$ cat src/rtl/wb_addr_decoder_if.sv
// Bus bundle for wb_addr_decoder: upstream Wishbone classic port plus the
// shared downstream request and per-slave responses.
interface wb_addr_decoder_if;
  localparam int unsigned ADR_W = 36;
  localparam int unsigned DAT_W = 32;
  localparam int unsigned SEL_W = 4;
  localparam int unsigned N_SLV = 4;

  logic [ADR_W-1:0]       wb_adr_i;
  logic [DAT_W-1:0]       wb_dat_i;
  logic [SEL_W-1:0]       wb_sel_i;
  logic                   wb_we_i;
  logic                   wb_stb_i;
  logic                   wb_cyc_i;
  logic [DAT_W-1:0]       wb_dat_o;
  logic                   wb_ack_o;

  logic [ADR_W-1:0]       s_adr_o;
  logic [DAT_W-1:0]       s_dat_o;
  logic [SEL_W-1:0]       s_sel_o;
  logic                   s_we_o;
  logic [N_SLV-1:0]       s_stb_o;
  logic [N_SLV-1:0]       s_cyc_o;
  logic [N_SLV*DAT_W-1:0] s_dat_i;
  logic [N_SLV-1:0]       s_ack_i;

  modport slave (
    input  wb_adr_i, wb_dat_i, wb_sel_i, wb_we_i, wb_stb_i, wb_cyc_i,
    output wb_dat_o, wb_ack_o,
    output s_adr_o, s_dat_o, s_sel_o, s_we_o, s_stb_o, s_cyc_o,
    input  s_dat_i, s_ack_i
  );

  modport master (
    output wb_adr_i, wb_dat_i, wb_sel_i, wb_we_i, wb_stb_i, wb_cyc_i,
    input  wb_dat_o, wb_ack_o,
    input  s_adr_o, s_dat_o, s_sel_o, s_we_o, s_stb_o, s_cyc_o,
    output s_dat_i, s_ack_i
  );
endinterface

$ cat src/rtl/wb_addr_decoder.sv
// Wishbone address decoder: routes upstream accesses to one of four slaves by
// adr[35:34], plus an internal STAT register. Timeout logic under WB_DECODER_TIMEOUT_EN.
module wb_addr_decoder #(
  parameter logic [7:0]  TIMEOUT_CYCLES = 8'd64,
  parameter logic [31:0] ERR_DATA       = 32'hDEADBEEF
) (
  input  logic               clk,
  input  logic               reset_n,
  wb_addr_decoder_if.slave   bus
);
  localparam int unsigned ADR_W = 36;
  localparam int unsigned DAT_W = 32;
  localparam int unsigned SEL_W = 4;
  localparam int unsigned N_SLV = 4;
  localparam int unsigned IDX_W = 2;
  localparam int unsigned ECW   = 16;
  localparam logic [ADR_W-1:0] STAT_ADR = 36'hF_FFFF_FFF0;

  typedef enum logic [1:0] {IDLE = 2'd0, ACTIVE = 2'd1, DONE = 2'd2} state_t;

  state_t           r_state, w_state_nxt;
  logic [ADR_W-1:0] r_adr, w_adr_nxt;
  logic [DAT_W-1:0] r_dat, w_dat_nxt;
  logic [SEL_W-1:0] r_sel, w_sel_nxt;
  logic             r_we, w_we_nxt;
  logic [IDX_W-1:0] r_idx, w_idx_nxt;
  logic [N_SLV-1:0] r_stb, w_stb_nxt;
  logic             r_ack, w_ack_nxt;
  logic [DAT_W-1:0] r_wb_dat, w_wb_dat_nxt;
  logic [DAT_W-1:0] w_stat_val;
  logic             w_is_stat;
  logic [IDX_W-1:0] w_req_idx;

  assign w_is_stat = (bus.wb_adr_i == STAT_ADR);
  assign w_req_idx = bus.wb_adr_i[ADR_W-1 -: IDX_W];

`ifdef WB_DECODER_TIMEOUT_EN
  logic [7:0]       r_tmo_cnt, w_tmo_cnt_nxt;
  logic             r_err, w_err_nxt;
  logic [ECW-1:0]   r_err_cnt, w_err_cnt_nxt;
  logic [IDX_W-1:0] r_last, w_last_nxt;

  assign w_stat_val = {r_err_cnt, 11'b0, r_last, 2'b0, r_err};
`else
  logic w_unused_cfg;

  assign w_stat_val   = '0;
  assign w_unused_cfg = ^{TIMEOUT_CYCLES, ERR_DATA, ECW};
`endif

  // Next-state and datapath update
  always_comb begin
    w_state_nxt  = r_state;
    w_adr_nxt    = r_adr;
    w_dat_nxt    = r_dat;
    w_sel_nxt    = r_sel;
    w_we_nxt     = r_we;
    w_idx_nxt    = r_idx;
    w_stb_nxt    = r_stb;
    w_ack_nxt    = 1'b0;
    w_wb_dat_nxt = r_wb_dat;
`ifdef WB_DECODER_TIMEOUT_EN
    w_tmo_cnt_nxt = r_tmo_cnt;
    w_err_nxt     = r_err;
    w_err_cnt_nxt = r_err_cnt;
    w_last_nxt    = r_last;
`endif
    case (r_state)
      IDLE: begin
        if (bus.wb_cyc_i && bus.wb_stb_i) begin
          w_adr_nxt = bus.wb_adr_i;
          w_dat_nxt = bus.wb_dat_i;
          w_sel_nxt = bus.wb_sel_i;
          w_we_nxt  = bus.wb_we_i;
          w_idx_nxt = w_req_idx;
          if (w_is_stat) begin
            w_state_nxt = DONE;
          end else begin
            w_state_nxt = ACTIVE;
            w_stb_nxt   = N_SLV'(1) << w_req_idx;
`ifdef WB_DECODER_TIMEOUT_EN
            w_tmo_cnt_nxt = '0;
`endif
          end
        end
      end
      ACTIVE: begin
`ifdef WB_DECODER_TIMEOUT_EN
        w_tmo_cnt_nxt = r_tmo_cnt + 8'd1;
`endif
        if (!bus.wb_cyc_i) begin
          w_stb_nxt   = '0;
          w_state_nxt = IDLE;
        end else if (bus.s_ack_i[r_idx]) begin
          w_wb_dat_nxt = bus.s_dat_i[{r_idx, 5'd0} +: DAT_W];
          w_stb_nxt    = '0;
          w_ack_nxt    = 1'b1;
          w_state_nxt  = DONE;
        end
`ifdef WB_DECODER_TIMEOUT_EN
        // An ack in the final allowed cycle takes the branch above and wins
        else if (w_tmo_cnt_nxt == TIMEOUT_CYCLES) begin
          w_wb_dat_nxt  = ERR_DATA;
          w_stb_nxt     = '0;
          w_ack_nxt     = 1'b1;
          w_state_nxt   = DONE;
          w_err_nxt     = 1'b1;
          w_last_nxt    = r_idx;
          w_err_cnt_nxt = (r_err_cnt == {ECW{1'b1}}) ? r_err_cnt : r_err_cnt + 16'd1;
        end
`endif
      end
      DONE: begin
        // A STAT access spends one extra cycle here before its ack
        if (r_ack) begin
          w_state_nxt = IDLE;
        end else begin
          w_ack_nxt = 1'b1;
          if (!r_we) begin
            w_wb_dat_nxt = w_stat_val;
          end
`ifdef WB_DECODER_TIMEOUT_EN
          else if (r_sel[0] && r_dat[0]) begin
            w_err_nxt     = 1'b0;
            w_err_cnt_nxt = '0;
            w_last_nxt    = '0;
          end
`endif
        end
      end
      default: begin
        w_stb_nxt   = '0;
        w_state_nxt = IDLE;
      end
    endcase
  end

  // State register
  always_ff @(posedge clk or negedge reset_n) begin
    if (!reset_n) begin
      r_state <= IDLE;
    end else begin
      r_state <= w_state_nxt;
    end
  end

  // Datapath and output registers
  always_ff @(posedge clk or negedge reset_n) begin
    if (!reset_n) begin
      r_adr    <= '0;
      r_dat    <= '0;
      r_sel    <= '0;
      r_we     <= 1'b0;
      r_idx    <= '0;
      r_stb    <= '0;
      r_ack    <= 1'b0;
      r_wb_dat <= '0;
    end else begin
      r_adr    <= w_adr_nxt;
      r_dat    <= w_dat_nxt;
      r_sel    <= w_sel_nxt;
      r_we     <= w_we_nxt;
      r_idx    <= w_idx_nxt;
      r_stb    <= w_stb_nxt;
      r_ack    <= w_ack_nxt;
      r_wb_dat <= w_wb_dat_nxt;
    end
  end

`ifdef WB_DECODER_TIMEOUT_EN
  // Timeout counter and error status
  always_ff @(posedge clk or negedge reset_n) begin
    if (!reset_n) begin
      r_tmo_cnt <= '0;
      r_err     <= 1'b0;
      r_err_cnt <= '0;
      r_last    <= '0;
    end else begin
      r_tmo_cnt <= w_tmo_cnt_nxt;
      r_err     <= w_err_nxt;
      r_err_cnt <= w_err_cnt_nxt;
      r_last    <= w_last_nxt;
    end
  end
`endif

  assign bus.wb_dat_o = r_wb_dat;
  assign bus.wb_ack_o = r_ack;
  assign bus.s_adr_o  = r_adr;
  assign bus.s_dat_o  = r_dat;
  assign bus.s_sel_o  = r_sel;
  assign bus.s_we_o   = r_we;
  assign bus.s_stb_o  = r_stb;
  assign bus.s_cyc_o  = r_stb;
endmodule

$ cat src/flat_wrapper.sv
// flat-port wrapper written by rule: the top's interface ports become plain ports
module wb_addr_decoder_flat 
#(
  parameter logic [7:0]  TIMEOUT_CYCLES = 8'd64,
  parameter logic [31:0] ERR_DATA       = 32'hDEADBEEF
)
  (clk, reset_n, bus_wb_adr_i, bus_wb_dat_i, bus_wb_sel_i, bus_wb_we_i, bus_wb_stb_i, bus_wb_cyc_i, bus_wb_dat_o, bus_wb_ack_o, bus_s_adr_o, bus_s_dat_o, bus_s_sel_o, bus_s_we_o, bus_s_stb_o, bus_s_cyc_o, bus_s_dat_i, bus_s_ack_i);
  wb_addr_decoder_if bus_i ();
  input  logic clk;
  input  logic reset_n;
  input wire logic [$bits(bus_i.wb_adr_i)-1:0] bus_wb_adr_i;
  input wire logic [$bits(bus_i.wb_dat_i)-1:0] bus_wb_dat_i;
  input wire logic [$bits(bus_i.wb_sel_i)-1:0] bus_wb_sel_i;
  input wire logic [$bits(bus_i.wb_we_i)-1:0] bus_wb_we_i;
  input wire logic [$bits(bus_i.wb_stb_i)-1:0] bus_wb_stb_i;
  input wire logic [$bits(bus_i.wb_cyc_i)-1:0] bus_wb_cyc_i;
  output wire logic [$bits(bus_i.wb_dat_o)-1:0] bus_wb_dat_o;
  output wire logic [$bits(bus_i.wb_ack_o)-1:0] bus_wb_ack_o;
  output wire logic [$bits(bus_i.s_adr_o)-1:0] bus_s_adr_o;
  output wire logic [$bits(bus_i.s_dat_o)-1:0] bus_s_dat_o;
  output wire logic [$bits(bus_i.s_sel_o)-1:0] bus_s_sel_o;
  output wire logic [$bits(bus_i.s_we_o)-1:0] bus_s_we_o;
  output wire logic [$bits(bus_i.s_stb_o)-1:0] bus_s_stb_o;
  output wire logic [$bits(bus_i.s_cyc_o)-1:0] bus_s_cyc_o;
  input wire logic [$bits(bus_i.s_dat_i)-1:0] bus_s_dat_i;
  input wire logic [$bits(bus_i.s_ack_i)-1:0] bus_s_ack_i;
  assign bus_i.wb_adr_i = bus_wb_adr_i;
  assign bus_i.wb_dat_i = bus_wb_dat_i;
  assign bus_i.wb_sel_i = bus_wb_sel_i;
  assign bus_i.wb_we_i = bus_wb_we_i;
  assign bus_i.wb_stb_i = bus_wb_stb_i;
  assign bus_i.wb_cyc_i = bus_wb_cyc_i;
  assign bus_wb_dat_o = bus_i.wb_dat_o;
  assign bus_wb_ack_o = bus_i.wb_ack_o;
  assign bus_s_adr_o = bus_i.s_adr_o;
  assign bus_s_dat_o = bus_i.s_dat_o;
  assign bus_s_sel_o = bus_i.s_sel_o;
  assign bus_s_we_o = bus_i.s_we_o;
  assign bus_s_stb_o = bus_i.s_stb_o;
  assign bus_s_cyc_o = bus_i.s_cyc_o;
  assign bus_i.s_dat_i = bus_s_dat_i;
  assign bus_i.s_ack_i = bus_s_ack_i;
  wb_addr_decoder #(.TIMEOUT_CYCLES(TIMEOUT_CYCLES), .ERR_DATA(ERR_DATA)) u_core (.clk(clk), .reset_n(reset_n), .bus(bus_i));
endmodule
$ cat config.mk
export PLATFORM = sky130hd
export DESIGN_NAME = wb_addr_decoder_flat
export DESIGN_NICKNAME = d
export VERILOG_FILES = /design/src/rtl/wb_addr_decoder_if.sv /design/src/rtl/wb_addr_decoder.sv /design/src/flat_wrapper.sv
export SDC_FILE = /design/constraint.sdc
export NUM_CORES = 1
export LEC_CHECK = 0
export ABC_CLOCK_PERIOD_IN_PS = 1950
export CORE_ASPECT_RATIO = 0.6
export CORE_MARGIN = 2
export CORE_UTILIZATION = 38
export DETAILED_ROUTE_END_ITERATION = 16
export PLACE_DENSITY = 0.91
export SYNTH_ARGS = -nofsm -noshare
export SYNTH_HDL_FRONTEND = slang
export SYNTH_SLANG_ARGS = --single-unit
$ cat constraint.sdc
create_clock -name clk -period 1.95 [get_ports clk]
set_input_delay 0.4875 -clock clk [delete_from_list [all_inputs] [get_ports clk]]
set_output_delay 0.4875 -clock clk [all_outputs]
set_load 0.01 [all_outputs]
==> run_results.csv, run 1 <==
group,metric,value,unit
clock_tree,cts_tree,"done",
power_and_ir_drop,p_total,0.0129,W
floorplanning,die_y,97.6,um
worst_setup_path,timing.rr.start,"u_core.r_state[1]",
final_layout,final_cell_area,9460,um2
worst_setup_path,reg2regPathDepth,7,
run_status,status,"complete, no violations",
final_layout,utilization,65.8,%
power_and_ir_drop,powerDensity,1370,nW/um2
detailed_routing,vias_per_cell,5.13,
power_and_ir_drop,p_leak,4.00,nW
worst_setup_path,cpPeakStageDelay,0.52,ns
worst_setup_path,cpMaxStageDelayCell,"clkdlybuf4s50_1",
clock_tree,clockBufferDepth,2,
sta,maxSlewViolCount,0,
global_route,grt_pass1_wl,27200,um
synth,syn_inst,362,
sta,skew,0.00696,ns
global_route,gr-usage-all-layers,22.1,%
synth,synth_cell_types,37,
sta,max_clock_freq,526,MHz
power_and_ir_drop,vdd_drop_max,0.000788,V
floorplanning,start_util,38.6,%
worst_setup_path,crit_required,1.46,ns
synth,ys_seq_area_share,50.6,%
sta,finalHoldViolations,0,
worst_setup_path,crit_family,"buffers and inverters",
final_layout,final_common_cell,"clkdlybuf4s50_1",
placement,place_hpwl,13200,um
final_layout,multi_input_area,2570,um2
synth,yosys_register_bits,112,
detailed_routing,wirelength,17400,um
final_layout,seq_area,2810,um2
floorplanning,die_w,160,um
floorplanning,coreArea,14400,um2
sta,period_share,97.6,%
clock_tree,clockRootBuffer,"clkbuf_16",
detailed_routing,vias,4569,
clock_tree,cts_sinks,112,
sta,maxSlewHeadroom,60.0,%
floorplanning,io_pins,323,
floorplanning,rows,34,
worst_setup_path,timing.rr.end,"u_core.bus.s_cyc_o[1]",
clock_tree,cts_hold_buf,0,
detailed_routing,drc,0,
final_layout,fin_nets,900,
clock_tree,htree_levels,3,
clock_tree,clk_pin_slew_worst_paths,0.08,ns
worst_setup_path,path_cells,"buf_12 -> clkdlybuf4s50_1",
worst_setup_path,r2r_setup_slack,0.06,ns
floorplanning,dieArea,15600,um2
clock_tree,cts_made_buffers,9,
placement,gp_congestion,0.895,
final_layout,layout_common_cells,"clkdlybuf4s50_1 (317), dfrtp_1 (110), mux2_2 (51), mux2i_1 (34), o2bb2ai_1 (33)",
sta,fin_crit,1.90,ns
detailed_routing,drt_iter0_drc,149,
global_route,grt_pass1_vias,4995,
global_route,grt_max_degree,113,
final_layout,fill_cells,1047,
final_layout,drive_gt1_share,19.2,%
synth,syn_area,5540,um2
worst_setup_path,critical_path_class,"register to output pin",
global_route,grt_remaining_overflow,0,
worst_setup_path,worst-path-buf-inv,2,
synth,syn-num-nets,574,
detailed_routing,firstDrtPassIters,4,
detailed_routing,routedWlPerCell,19.5,um
detailed_routing,ant_nets,0,
hold_path,min_path_type,"input port to asynchronous set/reset pin",
clock_tree,clkLatencyLatePin,0.34,ns
synth,syn_avg_cell_area,15.3,um2
worst_setup_path,arrival,1.42,ns
placement,portBuffers,322,
sta,worstMarginPinSlew,0.600,ns
final_layout,antennaDiodeCount,0,
flow_run,max_cap_violations,0,
placement,postPlaceCellArea,9060,um2
worst_setup_path,critPathLaunchType,"register",
final_layout,syn2layout_area_growth,70.7,%
synth,yosysWarnings,0,
worst_setup_path,end_kind,"output pin",
worst_setup_path,cp-startpoint,"u_core.bus.s_adr_o[34]",
global_route,antenna_found_initial,0,
worst_setup_path,worst-path-max-fanout,6,
sta,setup_viol,0,
==> registers in the layout (all words and copies together), names as in the netlist <==
signal / count
u_core.bus.s_adr_o: 35
u_core.bus.s_dat_o: 32
u_core.bus.wb_dat_o: 32
u_core.bus.s_cyc_o: 4
u_core.bus.s_sel_o: 4
u_core.r_state: 2
u_core.bus.s_we_o: 1
u_core.bus.wb_ack_o: 1
u_core.r_idx: 1
==> worst max-delay path by stage <==
stage                                        to  depth (start not counted)
final                           bus_s_adr_o[34]                          2
after CTS                 u_core.bus.s_cyc_o[3]                          6
after detailed placement  u_core.bus.s_cyc_o[1]                          6
after global placement    u_core.bus.s_cyc_o[1]                          6
after global routing      u_core.bus.s_cyc_o[1]                          7
after floorplan           u_core.bus.s_cyc_o[1]                          7
==> through the flow <==
step / hold WS, ns / TNS, ns / instances / setup slack, ns
final: 0.201 / 0 / 891 / 0.0474
after global routing: 0.252 / -0.0472 / 891 / -0.0270
after CTS: 0.239 / 0 / 890 / 0.00262
after detailed placement: 0.481 / -10.94 / 872 / -0.442
after global placement: 0.474 / -7.91 / 872 / -0.301
after floorplan: 0.192 / 0 / 362 / 0.165
==> final cells by class <==
class / instances / area share, %
inverters: 4 / 0.159
clock buffers: 10 / 2.42
clock inverters: 6 / 0.661
multi-input cells: 216 / 27.2
flip-flops and latches: 112 / 29.6
repair buffers: 345 / 37.3
well taps: 198 / 2.62
==> metal layers <==
layer	up-vias	share of wire, %	global-route usage [%]
li1	2063	-	-
met1	2291	40	26.6
met2	190	50	39.2
met3	25	7.5	6.87
met4	0	1.7	4.99
met5	-	0	0
==> cell families after synthesis <==
kind of cell,synth area share [%]
AND/OR/NAND/NOR,3.20
multiplexers,34.6
buffers and inverters,4.24
adder cells (fa/ha/maj),0.677
AO/OA/AOI/OAI,6.75
flip-flops,50.6
==> power by group <==
group,internal [W],switching (W),leakage (nW)
clock network,0.000904,0.000908,0.142
registers,0.00341,0.000716,1.38
logic,0.00421,0.00277,2.49
total,0.00852,0.00440,4.00
==> Yosys cell counts (all sizes together) <==
| library cell | number | area, um2 |
|---|---|---|
| nand2b | 1 | 6.26 |
| mux4 | 33 | 754 |
| o211ai | 1 | 7.51 |
| nand2 | 5 | 18.8 |
| or4b | 1 | 10.0 |
| dfrtp | 112 | 2800 |
| nand4 | 7 | 43.8 |
| clkbuf | 8 | 40.0 |
| mux2i | 34 | 340 |
| o2bb2ai | 33 | 289 |
| nor2b | 1 | 6.26 |
| buf | 22 | 180 |
| a22o | 3 | 26.3 |
| nand4b | 1 | 8.76 |
| o21a | 1 | 7.51 |
| a21boi | 2 | 15.0 |
| mux2 | 73 | 822 |
| nor3 | 1 | 5.00 |
| and3 | 2 | 12.5 |
| and3b | 1 | 8.76 |
| nor2 | 2 | 7.51 |
| nor4 | 2 | 12.5 |
| a221o | 1 | 10.0 |
| inv | 4 | 15.0 |
| nand3 | 5 | 37.5 |
| ha | 3 | 37.5 |
| o21ai | 3 | 18.8 |
==> what timing repair did <==
item,CTS,global route
resized for setup,5,11
pin swaps,1,7
setup endpoints to repair,7,6
setup buffers,1,1
cloned,1,0
Power figures use the tool's default switching activity.
==> run 2, diff against run 1 <==
--- a/config.mk
+++ b/config.mk
@@ -6,11 +6,12 @@
 export NUM_CORES = 1
 export LEC_CHECK = 0
 export ABC_CLOCK_PERIOD_IN_PS = 1950
-export CORE_ASPECT_RATIO = 0.6
-export CORE_MARGIN = 2
-export CORE_UTILIZATION = 38
+export CORE_AREA = 2 2 126 128
+export CTS_CLUSTER_SIZE = 10
 export DETAILED_ROUTE_END_ITERATION = 16
-export PLACE_DENSITY = 0.91
+export DIE_AREA = 0 0 128 130
+export DONT_BUFFER_PORTS = 1
+export PLACE_DENSITY = 0.6
 export SYNTH_ARGS = -nofsm -noshare
 export SYNTH_HDL_FRONTEND = slang
 export SYNTH_SLANG_ARGS = --single-unit
==> run_results.csv, run 2 (same netlist as run 1, synthesis figures left out) <==
group,metric,value,unit
sta,worstMarginPinSlew,0.396,ns
final_layout,antennaDiodeCount,0,
final_layout,fin_cells,555,
detailed_routing,drt_iter0_drc,74,
detailed_routing,vias_per_cell,5.75,
worst_setup_path,critical_path_class,"register to register",
sta,setup_viol,0,
sta,maxSlewHeadroom,73.4,%
worst_setup_path,arrival,2.11,ns
detailed_routing,firstDrtPassIters,4,
final_layout,seq_area,2810,um2
global_route,antenna_found_initial,0,
floorplanning,dieArea,16600,um2
sta,skew,0.00839,ns
worst_setup_path,end_kind,"register",
floorplanning,coreArea,15400,um2
floorplanning,rows,46,
power_and_ir_drop,vdd_drop_max,0.000654,V
global_route,grt_max_degree,113,
detailed_routing,ant_nets,0,
worst_setup_path,crit_required,2.24,ns
sta,finalHoldViolations,112,
power_and_ir_drop,clkPwrFrac,20.2,%
clock_tree,clockRootBuffer,"clkbuf_16",
power_and_ir_drop,powerDensity,1690,nW/um2
floorplanning,die_w,128,um
worst_setup_path,worst-path-max-fanout,3,
clock_tree,htree_levels,3,
floorplanning,die_y,130,um
final_layout,fill_cells,1453,
detailed_routing,vias,3194,
sta,fin_crit,1.82,ns
power_and_ir_drop,pwr-share-comb,32.9,%
sta,tns,0,ns
power_and_ir_drop,seqPwrFrac,46.9,%
final_layout,largest_reg_flops,35,
final_layout,syn2layout_area_growth,9.70,%
detailed_routing,wirelength,13600,um
run_status,status,"finished, violations left",
sta,period_share,93.2,%
placement,gp_congestion,0.750,
sta,fin_worst_hold_slack,-0.179,ns
worst_setup_path,worst-path-buf-inv,1,
detailed_routing,routedWlPerCell,24.6,um
placement,place_hpwl,10200,um
clock_tree,cts_tree,"done",
clock_tree,clockBufferDepth,2,
global_route,grt_remaining_overflow,0,
power_and_ir_drop,swShare,36.8,%
floorplanning,io_pins,323,
clock_tree,cts_setup_buffers,0,
placement,dp.cells,539,
worst_setup_path,crit_family,"compound AO/OA/AOI/OAI gates",
final_layout,fin_nets,570,
worst_setup_path,critPathLaunchType,"register",
global_route,grt_pass1_wl,19900,um
floorplanning,start_util,35.9,%
run_status,violations,"negative hold slack",
flow_run,max_cap_violations,0,
clock_tree,clkLatencyLatePin,0.35,ns
clock_tree,clk_pin_slew_worst_paths,0.08,ns
worst_setup_path,r2r_setup_slack,0.13,ns
power_and_ir_drop,power.internal,0.00651,W
global_route,grt_pass1_vias,3653,
detailed_routing,drc,0,
final_layout,final_common_cell,"dfrtp_1",
clock_tree,cts_made_buffers,9,
worst_setup_path,cpMaxStageDelayCell,"a221o_1",
sta,max_clock_freq,550,MHz
power_and_ir_drop,p_leak,2.65,nW
final_layout,drive_gt1_share,32.5,%
placement,portBuffers,0,
power_and_ir_drop,p_switching,0.00378,W
final_layout,layout_common_cells,"dfrtp_1 (110), mux2_2 (51), mux2i_1 (34), o2bb2ai_1 (33), mux4_2 (30)",
power_and_ir_drop,p_total,0.0103,W
final_layout,multi_input_area,2520,um2
worst_setup_path,cpPeakStageDelay,0.40,ns
hold_path,min_path_type,"input port to asynchronous set/reset pin",
clock_tree,cts_sinks,112,
global_route,gr-usage-all-layers,15.8,%
sta,maxSlewViolCount,0,
sta,rsz0062_at_grt,"no",
worst_setup_path,path_cells,"inv_1 -> ha_1 -> and3_1 -> a221o_1 -> nor4_1 -> a22o_1",
==> run 2: path summary, 6_finish.rpt <==
check                                          end  cells past startpoint              start
hold / removal             u_core.bus.wb_dat_o[21]                      0            reset_n
setup / recovery             u_core.bus.s_cyc_o[0]                      6  u_core.r_state[1]
hold reg to reg                  u_core.r_state[1]                      1  u_core.r_state[1]
min in group clk            u_core.bus.s_adr_o[12]                      1   bus_wb_adr_i[12]
max in group asynchronous   u_core.bus.s_dat_o[28]                      0            reset_n
setup reg to reg             u_core.bus.s_cyc_o[0]                      6  u_core.r_state[1]
==> run 2: layout make-up <==
class,instances,area share (%)
repair buffers,15,2.67
inverters,4,0.247
flip-flops and latches,112,46.1
clock buffers,10,3.93
clock inverters,6,1.63
well taps,192,3.95
multi-input cells,216,41.5
==> run 2: per-layer routing <==
layer  routed length [um]  global-route usage [%]
met1                 4840                    16.6
met5                    0                       0
met2                 6880                    27.8
met4                  140                    4.59
met3                 1780                    8.16
==> run 2: repair_timing <==
item / 4_1_cts / 5_1_grt
gates resized for setup: 0 / 1
setup endpoints to repair: 0 / 1
hold endpoints to repair: 112 / 112
==> run 2: per-stage QoR <==
step | cell area (um2) | util (%) | worst slack [ns]
after floorplan | 5540 | - | 0.165
after global placement | 5740 | 37.2 | 0.0848
after detailed placement | 5740 | 37.2 | 0.00686
after CTS | 6080 | 39.4 | 0.0856
after global routing | 6080 | 39.4 | 0.00586
final | 6080 | 39.4 | 0.132
==> run 2: worst reg2reg max path: cells and delay by family (launching register included) <==
family,cells,cell delay (ns)
AOI/OAI and AO/OA,2,0.62
adders and majority gates,1,0.20
buffers and inverters,1,0.07
DFF,1,0.37
and+or+nand+nor,2,0.50
==> run 2: power by group through the flow <==
stage                     Combinational (W)  Sequential (W)  Clock, W
after global placement              0.00329         0.00488         0
after detailed placement            0.00344         0.00487         0
after global routing                0.00371         0.00500   0.00224
final                               0.00339         0.00483   0.00208
after CTS                           0.00344         0.00486   0.00215
after floorplan                     0.00295         0.00450         0
